--- src/rtl/spi_pkg.sv ---
// Shared definitions for the SPI master: FSM state encoding and parameter limits.
package spi_pkg;

    typedef enum logic [2:0] {
        IDLE,
        SETUP,
        HIGH,
        LOW,
        HOLD,
        GAP
    } spi_state_t;

    localparam int SPI_TRF_BIT_DEF = 12;
    localparam int CLK_DIV_MIN     = 3;

endpackage

--- src/rtl/spi_clk_div.sv ---
// Timed-state divider: counts 0..CLK_DIV-1 while enabled and flags the last cycle.
module spi_clk_div
    import spi_pkg::*;
#(
    parameter int CLK_DIV = 4
) (
    input  logic clk,
    input  logic rst,
    input  logic en,
    output logic last_tick
);

    localparam int CW = (CLK_DIV > 1) ? $clog2(CLK_DIV) : 1;
    localparam logic [CW-1:0] LAST = CW'(CLK_DIV - 1);

    logic [CW-1:0] div_cnt;

    // Wraps on last_tick so consecutive timed states each get a full CLK_DIV cycles.
    always_ff @(posedge clk) begin
        if (!rst) begin
            div_cnt <= '0;
        end else if (!en || last_tick) begin
            div_cnt <= '0;
        end else begin
            div_cnt <= div_cnt + 1'b1;
        end
    end

    assign last_tick = en && (div_cnt == LAST);

endmodule

--- src/rtl/spi_master.sv ---
// SPI initiator for the 12-bit SPI slave: MSB first, cs active-low, sclk idles low.
module spi_master
    import spi_pkg::*;
#(
    parameter int SPI_TRF_BIT = SPI_TRF_BIT_DEF,
    parameter int CLK_DIV     = 4
) (
    input  logic                   clk,
    input  logic                   rst,
    input  logic                   start,
    input  logic [SPI_TRF_BIT-1:0] din,
    output logic [SPI_TRF_BIT-1:0] dout,
    output logic                   done,
    output logic                   busy,
    output logic                   sclk,
    output logic                   cs,
    output logic                   mosi,
    input  logic                   miso
);

    if (CLK_DIV < CLK_DIV_MIN) begin : g_bad_div
        $error("spi_master: CLK_DIV must be at least %0d", CLK_DIV_MIN);
    end
    if (SPI_TRF_BIT < 2 || SPI_TRF_BIT > 15) begin : g_bad_width
        $error("spi_master: SPI_TRF_BIT must be in 2..15");
    end

    localparam logic [3:0] LAST_BIT = 4'(SPI_TRF_BIT - 1);

    spi_state_t state, state_d;

    logic [SPI_TRF_BIT-1:0] tx_sh, tx_sh_d;
    logic [SPI_TRF_BIT-1:0] rx_sh, rx_sh_d;
    logic [SPI_TRF_BIT-1:0] dout_d;
    logic [3:0]             bit_cnt, bit_cnt_d;
    logic                   cs_d, sclk_d, mosi_d, done_d, busy_d;
    logic                   div_en;
    logic                   last_tick;

    assign div_en = (state != IDLE);

    spi_clk_div #(
        .CLK_DIV (CLK_DIV)
    ) u_clk_div (
        .clk       (clk),
        .rst       (rst),
        .en        (div_en),
        .last_tick (last_tick)
    );

    always_comb begin
        state_d   = state;
        tx_sh_d   = tx_sh;
        rx_sh_d   = rx_sh;
        bit_cnt_d = bit_cnt;
        dout_d    = dout;
        cs_d      = cs;
        sclk_d    = sclk;
        mosi_d    = mosi;
        done_d    = 1'b0;
        busy_d    = busy;

        unique case (state)
            IDLE: begin
                if (start) begin
                    state_d   = SETUP;
                    tx_sh_d   = din;
                    rx_sh_d   = '0;
                    bit_cnt_d = '0;
                    cs_d      = 1'b0;
                    busy_d    = 1'b1;
                end
            end
            SETUP: begin
                if (last_tick) begin
                    state_d = HIGH;
                    sclk_d  = 1'b1;
                    mosi_d  = tx_sh[SPI_TRF_BIT-1];
                end
            end
            HIGH: begin
                // Slave has had the whole high phase to settle miso.
                if (last_tick) begin
                    state_d = LOW;
                    sclk_d  = 1'b0;
                    rx_sh_d = {rx_sh[SPI_TRF_BIT-2:0], miso};
                end
            end
            LOW: begin
                if (last_tick) begin
                    tx_sh_d   = tx_sh << 1;
                    bit_cnt_d = bit_cnt + 4'd1;
                    if (bit_cnt == LAST_BIT) begin
                        state_d = HOLD;
                    end else begin
                        // tx_sh shifts on this same edge, so the next bit is one below the MSB.
                        state_d = HIGH;
                        sclk_d  = 1'b1;
                        mosi_d  = tx_sh[SPI_TRF_BIT-2];
                    end
                end
            end
            HOLD: begin
                if (last_tick) begin
                    state_d = GAP;
                    cs_d    = 1'b1;
                    done_d  = 1'b1;
                    dout_d  = rx_sh;
                end
            end
            GAP: begin
                if (last_tick) begin
                    state_d = IDLE;
                    busy_d  = 1'b0;
                    mosi_d  = 1'b0;
                end
            end
            default: begin
                state_d = IDLE;
            end
        endcase
    end

    always_ff @(posedge clk) begin
        if (!rst) begin
            state   <= IDLE;
            tx_sh   <= '0;
            rx_sh   <= '0;
            bit_cnt <= '0;
            dout    <= '0;
            cs      <= 1'b1;
            sclk    <= 1'b0;
            mosi    <= 1'b0;
            done    <= 1'b0;
            busy    <= 1'b0;
        end else begin
            state   <= state_d;
            tx_sh   <= tx_sh_d;
            rx_sh   <= rx_sh_d;
            bit_cnt <= bit_cnt_d;
            dout    <= dout_d;
            cs      <= cs_d;
            sclk    <= sclk_d;
            mosi    <= mosi_d;
            done    <= done_d;
            busy    <= busy_d;
        end
    end

endmodule

--- config.mk ---
export PLATFORM = sky130hd
export DESIGN_NAME = spi_master
export DESIGN_NICKNAME = d
export VERILOG_FILES = /design/src/rtl/spi_pkg.sv /design/src/rtl/spi_clk_div.sv /design/src/rtl/spi_master.sv
export SDC_FILE = /design/constraint.sdc
export NUM_CORES = 1
export LEC_CHECK = 0
export ABC_AREA = 1
export BUFFER_PORTS_ARGS = -buffer_cell sky130_fd_sc_hd__buf_2
export CAP_MARGIN = 20
export CELL_PAD_IN_SITES_DETAIL_PLACEMENT = 2
export CELL_PAD_IN_SITES_GLOBAL_PLACEMENT = 2
export CORE_MARGIN = 10
export CORE_UTILIZATION = 34
export CTS_CLUSTER_SIZE = 16
export DETAILED_ROUTE_END_ITERATION = 10
export PLACE_DENSITY = 0.94
export SYNTH_ARGS = -nofsm -noshare
export SYNTH_HDL_FRONTEND = slang
export SYNTH_SLANG_ARGS = --single-unit
--- constraint.sdc ---
create_clock -name clk -period 2.3 [get_ports clk]
set_clock_uncertainty 0.2 [all_clocks]
set_input_delay 0.115 -clock clk [delete_from_list [all_inputs] [get_ports clk]]
set_output_delay 0.115 -clock clk [all_outputs]
set_load 0.05 [all_outputs]
==> reports/metrics.cfg, run 1 <==
[outcome]
outcome=completed

[worst_hold_path]
holdCritPathClass=in -> reg

[cts]
tritoncts=built
cts_buffers=5
clk_latency_ns=0.31
post_cts.repair.setup_buffers=0
post_cts_clock_slew_at_the_launch_and_capture_registers_of_the_worst_setup_and_hold_paths_ns=0.09
cts.path.max_buffers=2
htree_levels=2
cts_root_buf=sky130_fd_sc_hd__clkbuf_8
cts_hold_repair.buffers=13
numClockSinks=50
post_cts_resized=0

[synth]
syn-instance-count=309
synthesis.area_sq_um=2280
synth-seq-cells=50
synth_sequential_area_ratio=0.439
synthTopCellsByArea=sky130_fd_sc_hd__dfxtp_1 44%, sky130_fd_sc_hd__nand2_1 14%, sky130_fd_sc_hd__nor2_1 5.9%, sky130_fd_sc_hd__nand3_1 5.7%, sky130_fd_sc_hd__a21oi_1 5.0%
synth.cells.most_frequent=88 x sky130_fd_sc_hd__nand2_1, 50 x sky130_fd_sc_hd__dfxtp_1, 36 x sky130_fd_sc_hd__nor2_1
synthesis.nets=327
async_flop_share=0
synth-main-ff-cell=sky130_fd_sc_hd__dfxtp_1
syn_area_per_cell_sq_um=7.39
synth_top_cell_area_share=0.439
post-synth-top-area-cell=sky130_fd_sc_hd__dfxtp_1
post_synth_edffs=0
synth.most_common_cell=sky130_fd_sc_hd__nand2_1
synth-warning-count=0
synth_cell_types=29

[route]
antenna_violating_nets_post_route=0
route.detailed.wl_per_inst_microns=15.8
tritonroute_pass_1_iters=4
initialDrtViolationCount=76
drt-vias-per-instance=5.00
dr_total_vias=2138
detail_route.wirelength_microns=6780
drcViolationCount=0

[place]
place_area_sq_um=2440
io_buffers=32
dp.cells=407
post-dp-hpwl_microns=4710
gp_congestion=0.753

[floorplanning]
io-pin-count=33
row_count=29
die-width_microns=102
core_area_sq_um=6420
die_height_microns=102
initial_utilization=0.355
design.die.area_sq_um=10400

[cells_and_area]
layout.filler_cells=764
footprint_of_the_multi_input_gates_sq_um=1050
post_route_cells_drive_above_1_share=0.168
insertedDiodeCount=0
layout.core_utilization=0.417
flow.area_growth_from_synthesis_pct=17.4
layout.area.seq_sq_um=1000
layoutNonFillerInstCount=428
nets=368
postLayoutCellArea_sq_um=2680

[timing]
worst_slew_margin_rel=0.563
worst-slew-pin-transition_ns=0.655
layout_min_cycle_time_ns=2.04
grt_setup_unrepaired=no
finalHoldViolCount=0
final.setup.tns_ns=0
achievable-frequency_ghz=0.491
finalSetupViolCount=0
maxSlewViolCount=0
minimum_hold_slack_ns=0.0231
timing.final.crit_share=0.886

[global_route]
grt_pass1_wl_microns=11400
grt_max_degree=20
global_route.overflow_total=0
antenna_found_initial=0
number_of_global_route_vias_before_repair=2431
grt_use_total=0.135

[flow_run]
cap_viol_max_count=0

[power]
clock_power_share=0.329
power.sequential.fraction=0.504
switching_share=0.290
power_report.internal_total_w=0.00134
power-per-cell-area_nw_per_um2=704
share_comb_of_total_power=0.167
leakage_nw=1.18
sw_pwr_w=0.000548
vdd_ir_drop_max_mv=0.230

[critical_path]
worst_setup_path_start_kind=register
critical_path_arrival_ns=2.04
end_kind=register
largest_driver_fanout_on_the_critical_path=12
worstPathRequired_ns=2.31
rrSetupSlack_ns=0.26
timing_worst_setup_path_type=reg -> reg

[power by group through the flow]
stage / registers, W / logic [W] / clock network (W)
after floorplan: 0.000968 / 0.000242 / 0
after global placement: 0.000967 / 0.000279 / 0
after detailed placement: 0.000970 / 0.000294 / 0
after CTS: 0.000951 / 0.000319 / 0.000641
after global routing: 0.000958 / 0.000353 / 0.000667
final: 0.000951 / 0.000315 / 0.000620
[layout by cell type, fill, tap and decap left out]
master	instances
sky130_fd_sc_hd__inv_4	1
sky130_fd_sc_hd__nand3b_1	1
sky130_fd_sc_hd__a21oi_1	23
sky130_fd_sc_hd__nand3_2	2
sky130_fd_sc_hd__o21ai_1	4
sky130_fd_sc_hd__dlygate4sd3_1	13
sky130_fd_sc_hd__nand3_4	1
sky130_fd_sc_hd__nand2_4	2
sky130_fd_sc_hd__xor2_1	1
sky130_fd_sc_hd__inv_2	3
sky130_fd_sc_hd__nand3_1	26
sky130_fd_sc_hd__nand2_1	88
sky130_fd_sc_hd__nand2_2	2
sky130_fd_sc_hd__bufinv_16	1
sky130_fd_sc_hd__a22oi_1	1
sky130_fd_sc_hd__buf_2	32
sky130_fd_sc_hd__clkbuf_8	5
sky130_fd_sc_hd__ha_1	2
sky130_fd_sc_hd__nor2_1	36
sky130_fd_sc_hd__clkinv_1	1
sky130_fd_sc_hd__buf_4	4
sky130_fd_sc_hd__and3_1	1
sky130_fd_sc_hd__a21oi_2	1
sky130_fd_sc_hd__inv_1	23
sky130_fd_sc_hd__nand4_1	4
sky130_fd_sc_hd__dfxtp_1	50
sky130_fd_sc_hd__clkbuf_1	2
sky130_fd_sc_hd__o21ai_0	16
sky130_fd_sc_hd__nand4_4	2
sky130_fd_sc_hd__nor2_4	3
[registers in the layout, summed over array words and instances (netlist names)]
name,cells
cs,1
done,1
state,3
u_clk_div.div_cnt,2
bit_cnt,4
mosi,1
dout,12
busy,1
tx_sh,12
sclk,1
rx_sh,12
[stage by stage]
step | total power [W] | setup slack, ns
2_1_floorplan | 0.00121 | 0.780
3_3_place_gp | 0.00125 | 0.377
3_5_place_dp | 0.00126 | 0.268
4_1_cts | 0.00191 | 0.241
5_1_grt | 0.00198 | 0.0493
6_report | 0.00189 | 0.263
[worst paths after layout]
kind	from	cells after the start	to
worst max-delay path	state[1]$_SDFFE_PN0P_	5	tx_sh[9]$_SDFFE_PN0P_
worst min-delay path	rst	3	mosi$_SDFFE_PN0P_
worst max register to register	state[1]$_SDFFE_PN0P_	5	tx_sh[9]$_SDFFE_PN0P_
worst min register to register	dout[10]$_SDFFE_PN0P_	2	dout[10]$_SDFFE_PN0P_
[worst max-delay path, stage by stage, from the launching register on]
cell	delay, ns
sky130_fd_sc_hd__dfxtp_1	0.75
sky130_fd_sc_hd__nand3_1	0.53
sky130_fd_sc_hd__nand2_1	0.18
sky130_fd_sc_hd__nand2_1	0.07
sky130_fd_sc_hd__nor2_1	0.14
sky130_fd_sc_hd__nor2_1	0.07
[area by class of cell]
| cell class | count | share of cell area |
|---|---|---|
| Multi-Input combinational cell | 216 | 0.391 |
| Sequential cell | 50 | 0.373 |
| Timing Repair Buffer | 49 | 0.120 |
| Inverter | 28 | 0.0401 |
| Tap cell | 77 | 0.0359 |
| Clock buffer | 7 | 0.0285 |
| Clock inverter | 1 | 0.0112 |
[metal layers]
layer	part of all wire	wire length, microns	global-route usage	vias to the layer above
li1	-	-	-	1061
met1	0.42	2840	0.141	1034
met2	0.53	3590	0.259	34
met3	0.039	265	0.0331	9
met4	0.013	89	0.0390	0
met5	0	0	0	-
[kinds of logic after synthesis]
logic type / share of synthesized area
compound gates: 0.101
flops: 0.439
fa+ha+maj: 0.0110
buf+inv: 0.102
simple gates: 0.343
xor+xnor: 0.00384
Note: power is estimated with default switching activity, not from simulation.
==> run 2: changes to the inputs <==
Settings changed: CORE_MARGIN 10 to unset.
==> reports/metrics.cfg, run 2 (synthesis gave the netlist of run 1 again) <==
[critical_path]
timing.critical_path.max_delay_family=simple AND/OR/NAND/NOR gates
critical_path_arrival_ns=1.96  ; -0.08 ns
timing.critical_path.slowest_stage_cell=sky130_fd_sc_hd__dfxtp_1
largest_driver_fanout_on_the_critical_path=12  ; unchanged
worstPathRequired_ns=2.30  ; about the same
worst_setup_path_start_kind=register
end_kind=register
timing_worst_setup_path_type=reg -> reg
cp_num_buf_inv=0  ; unchanged
crit_chain=nand3_1, nand2_1, nand2_1, nor2_1, nor2_1
cpPeakStageDelay_ns=0.64  ; -0.11 ns

[cts]
cts.path.max_buffers=2  ; unchanged
post_cts_resized=0  ; unchanged
cts_root_buf=sky130_fd_sc_hd__clkbuf_8
post_cts_clock_slew_at_the_launch_and_capture_registers_of_the_worst_setup_and_hold_paths_ns=0.10  ; about the same
tritoncts=built
cts_buffers=5  ; unchanged
htree_levels=2  ; unchanged
post_cts.repair.setup_buffers=0  ; unchanged
numClockSinks=50  ; unchanged
clk_latency_ns=0.31  ; about the same

[power]
vdd_ir_drop_max_mv=0.269  ; +17%
power-per-cell-area_nw_per_um2=704  ; about the same
design_power_total_w=0.00191  ; +1.3%
leakage_nw=1.19  ; +1.0%

[timing]
post-route-worst-setup-slack_ns=0.338  ; +0.0749 ns
final.setup.tns_ns=0  ; unchanged
worst_slew_margin_rel=0.672  ; +0.110
layout_min_cycle_time_ns=1.96  ; -0.0749 ns
finalHoldViolCount=0  ; unchanged
timing.final.crit_share=0.853  ; -0.0326
maxSlewViolCount=0  ; unchanged
grt_setup_unrepaired=no
worst-slew-pin-transition_ns=0.491  ; -0.165 ns
achievable-frequency_ghz=0.510  ; +3.8%
finalSetupViolCount=0  ; unchanged

[route]
dr_total_vias=2139  ; +0.047%
tritonroute_pass_1_iters=7  ; +3
route.detailed.wl_per_inst_microns=15.7  ; -1.1%
antenna_violating_nets_post_route=0  ; unchanged
drcViolationCount=7  ; +7
initialDrtViolationCount=65  ; -14%
detail_route.wirelength_microns=6750  ; -0.40%
drt-vias-per-instance=4.96  ; -0.65%

[flow_run]
cap_viol_max_count=0  ; unchanged

[floorplanning]
row_count=29  ; unchanged
die_height_microns=83.9  ; -18%
die-width_microns=83.9  ; -18%
io-pin-count=33  ; unchanged
design.die.area_sq_um=7040  ; -32%
initial_utilization=0.355  ; unchanged
core_area_sq_um=6420  ; unchanged

[global_route]
grt_use_total=0.206  ; +0.0711
global_route.overflow_total=0  ; unchanged
grt_max_degree=20  ; unchanged
antenna_found_initial=0  ; unchanged
grt_pass1_wl_microns=11400  ; +0.54%
number_of_global_route_vias_before_repair=2346  ; -3.5%

[cells_and_area]
final_cell_mix=88 x sky130_fd_sc_hd__nand2_1, 50 x sky130_fd_sc_hd__dfxtp_1, 36 x sky130_fd_sc_hd__nor2_1
post_route_cells_drive_above_1_share=0.178  ; +0.00987
nets=371  ; +0.82%
layout_commonest_cell=sky130_fd_sc_hd__nand2_1
footprint_of_the_multi_input_gates_sq_um=1050  ; unchanged
largest_registers=dout: 12 flops, rx_sh: 12 flops, tx_sh: 12 flops
layout.filler_cells=771  ; +0.92%
insertedDiodeCount=0  ; unchanged
layout.area.seq_sq_um=1000  ; unchanged
layoutNonFillerInstCount=431  ; +0.70%
flow.area_growth_from_synthesis_pct=18.9

[place]
dp.cells=409  ; +0.49%
placement_setup_slack_ns=0.405  ; +0.136 ns
io_buffers=32  ; unchanged
post-dp-hpwl_microns=4680  ; -0.52%
gp_congestion=0.748  ; -0.65%

[outcome]
outcome=finished, violations left
failed_checks=DRC

[worst_hold_path]
holdCritPathClass=in -> reg

-- run 2: power breakdown --
group          total, W  internal [W]  leakage, nW  switching (W)
logic          0.000323      0.000102        0.735       0.000220
registers      0.000951      0.000912        0.406      0.0000389
clock network  0.000637      0.000324       0.0504       0.000313
-- run 2: layout make-up --
| cell class | instances | share of cell area |
|---|---|---|
| clock buffers | 5 | 0.0254 |
| multi-input cells | 216 | 0.387 |
| flip-flops and latches | 50 | 0.369 |
| repair buffers | 52 | 0.127 |
| well taps | 77 | 0.0355 |
| clock inverters | 3 | 0.0166 |
| inverters | 28 | 0.0397 |
-- run 2: worst min-delay path, stage by stage --
cell	delay [ns]
sky130_fd_sc_hd__buf_2	0.12
sky130_fd_sc_hd__nand3_4	0.20
sky130_fd_sc_hd__nand2_1	0.08
sky130_fd_sc_hd__nand2_1	0.06
-- run 2: worst paths after layout --
path                                   start                         endpoint  slack, ns  depth (start not counted)
max                    state[0]$_SDFFE_PN0P_            tx_sh[9]$_SDFFE_PN0P_       0.34                          5
min                                    start                  cs$_SDFFE_PN1P_       0.11                          4
max reg2reg            state[0]$_SDFFE_PN0P_            tx_sh[9]$_SDFFE_PN0P_       0.34                          5
min reg2reg  u_clk_div.div_cnt[0]$_SDFF_PP0_  u_clk_div.div_cnt[0]$_SDFF_PP0_       0.24                          1
-- run 2: through the flow --
stage | utilization | instance area (sq um) | hold slack [ns]
2_1_floorplan | - | 2280 | 0.0621
3_3_place_gp | 0.383 | 2460 | 0.201
3_5_place_dp | 0.383 | 2460 | 0.198
4_1_cts | 0.422 | 2710 | 0.101
5_1_grt | 0.422 | 2710 | 0.153
6_report | 0.422 | 2710 | 0.105
-- run 2: per-layer routing --
| layer | vias up | track usage | part of all wire |
|---|---|---|---|
| met5 | - | 0 | 0 |
| met4 | 0 | 0.0517 | 0.0080 |
| met3 | 7 | 0.0237 | 0.022 |
| met2 | 31 | 0.423 | 0.55 |
| met1 | 1029 | 0.217 | 0.42 |
| li1 | 1072 | - | - |
-- run 2: what timing repair did --
action                     CTS  global route
hold buffers                14             0
setup endpoints to repair    0             0
hold endpoints to repair    18             0
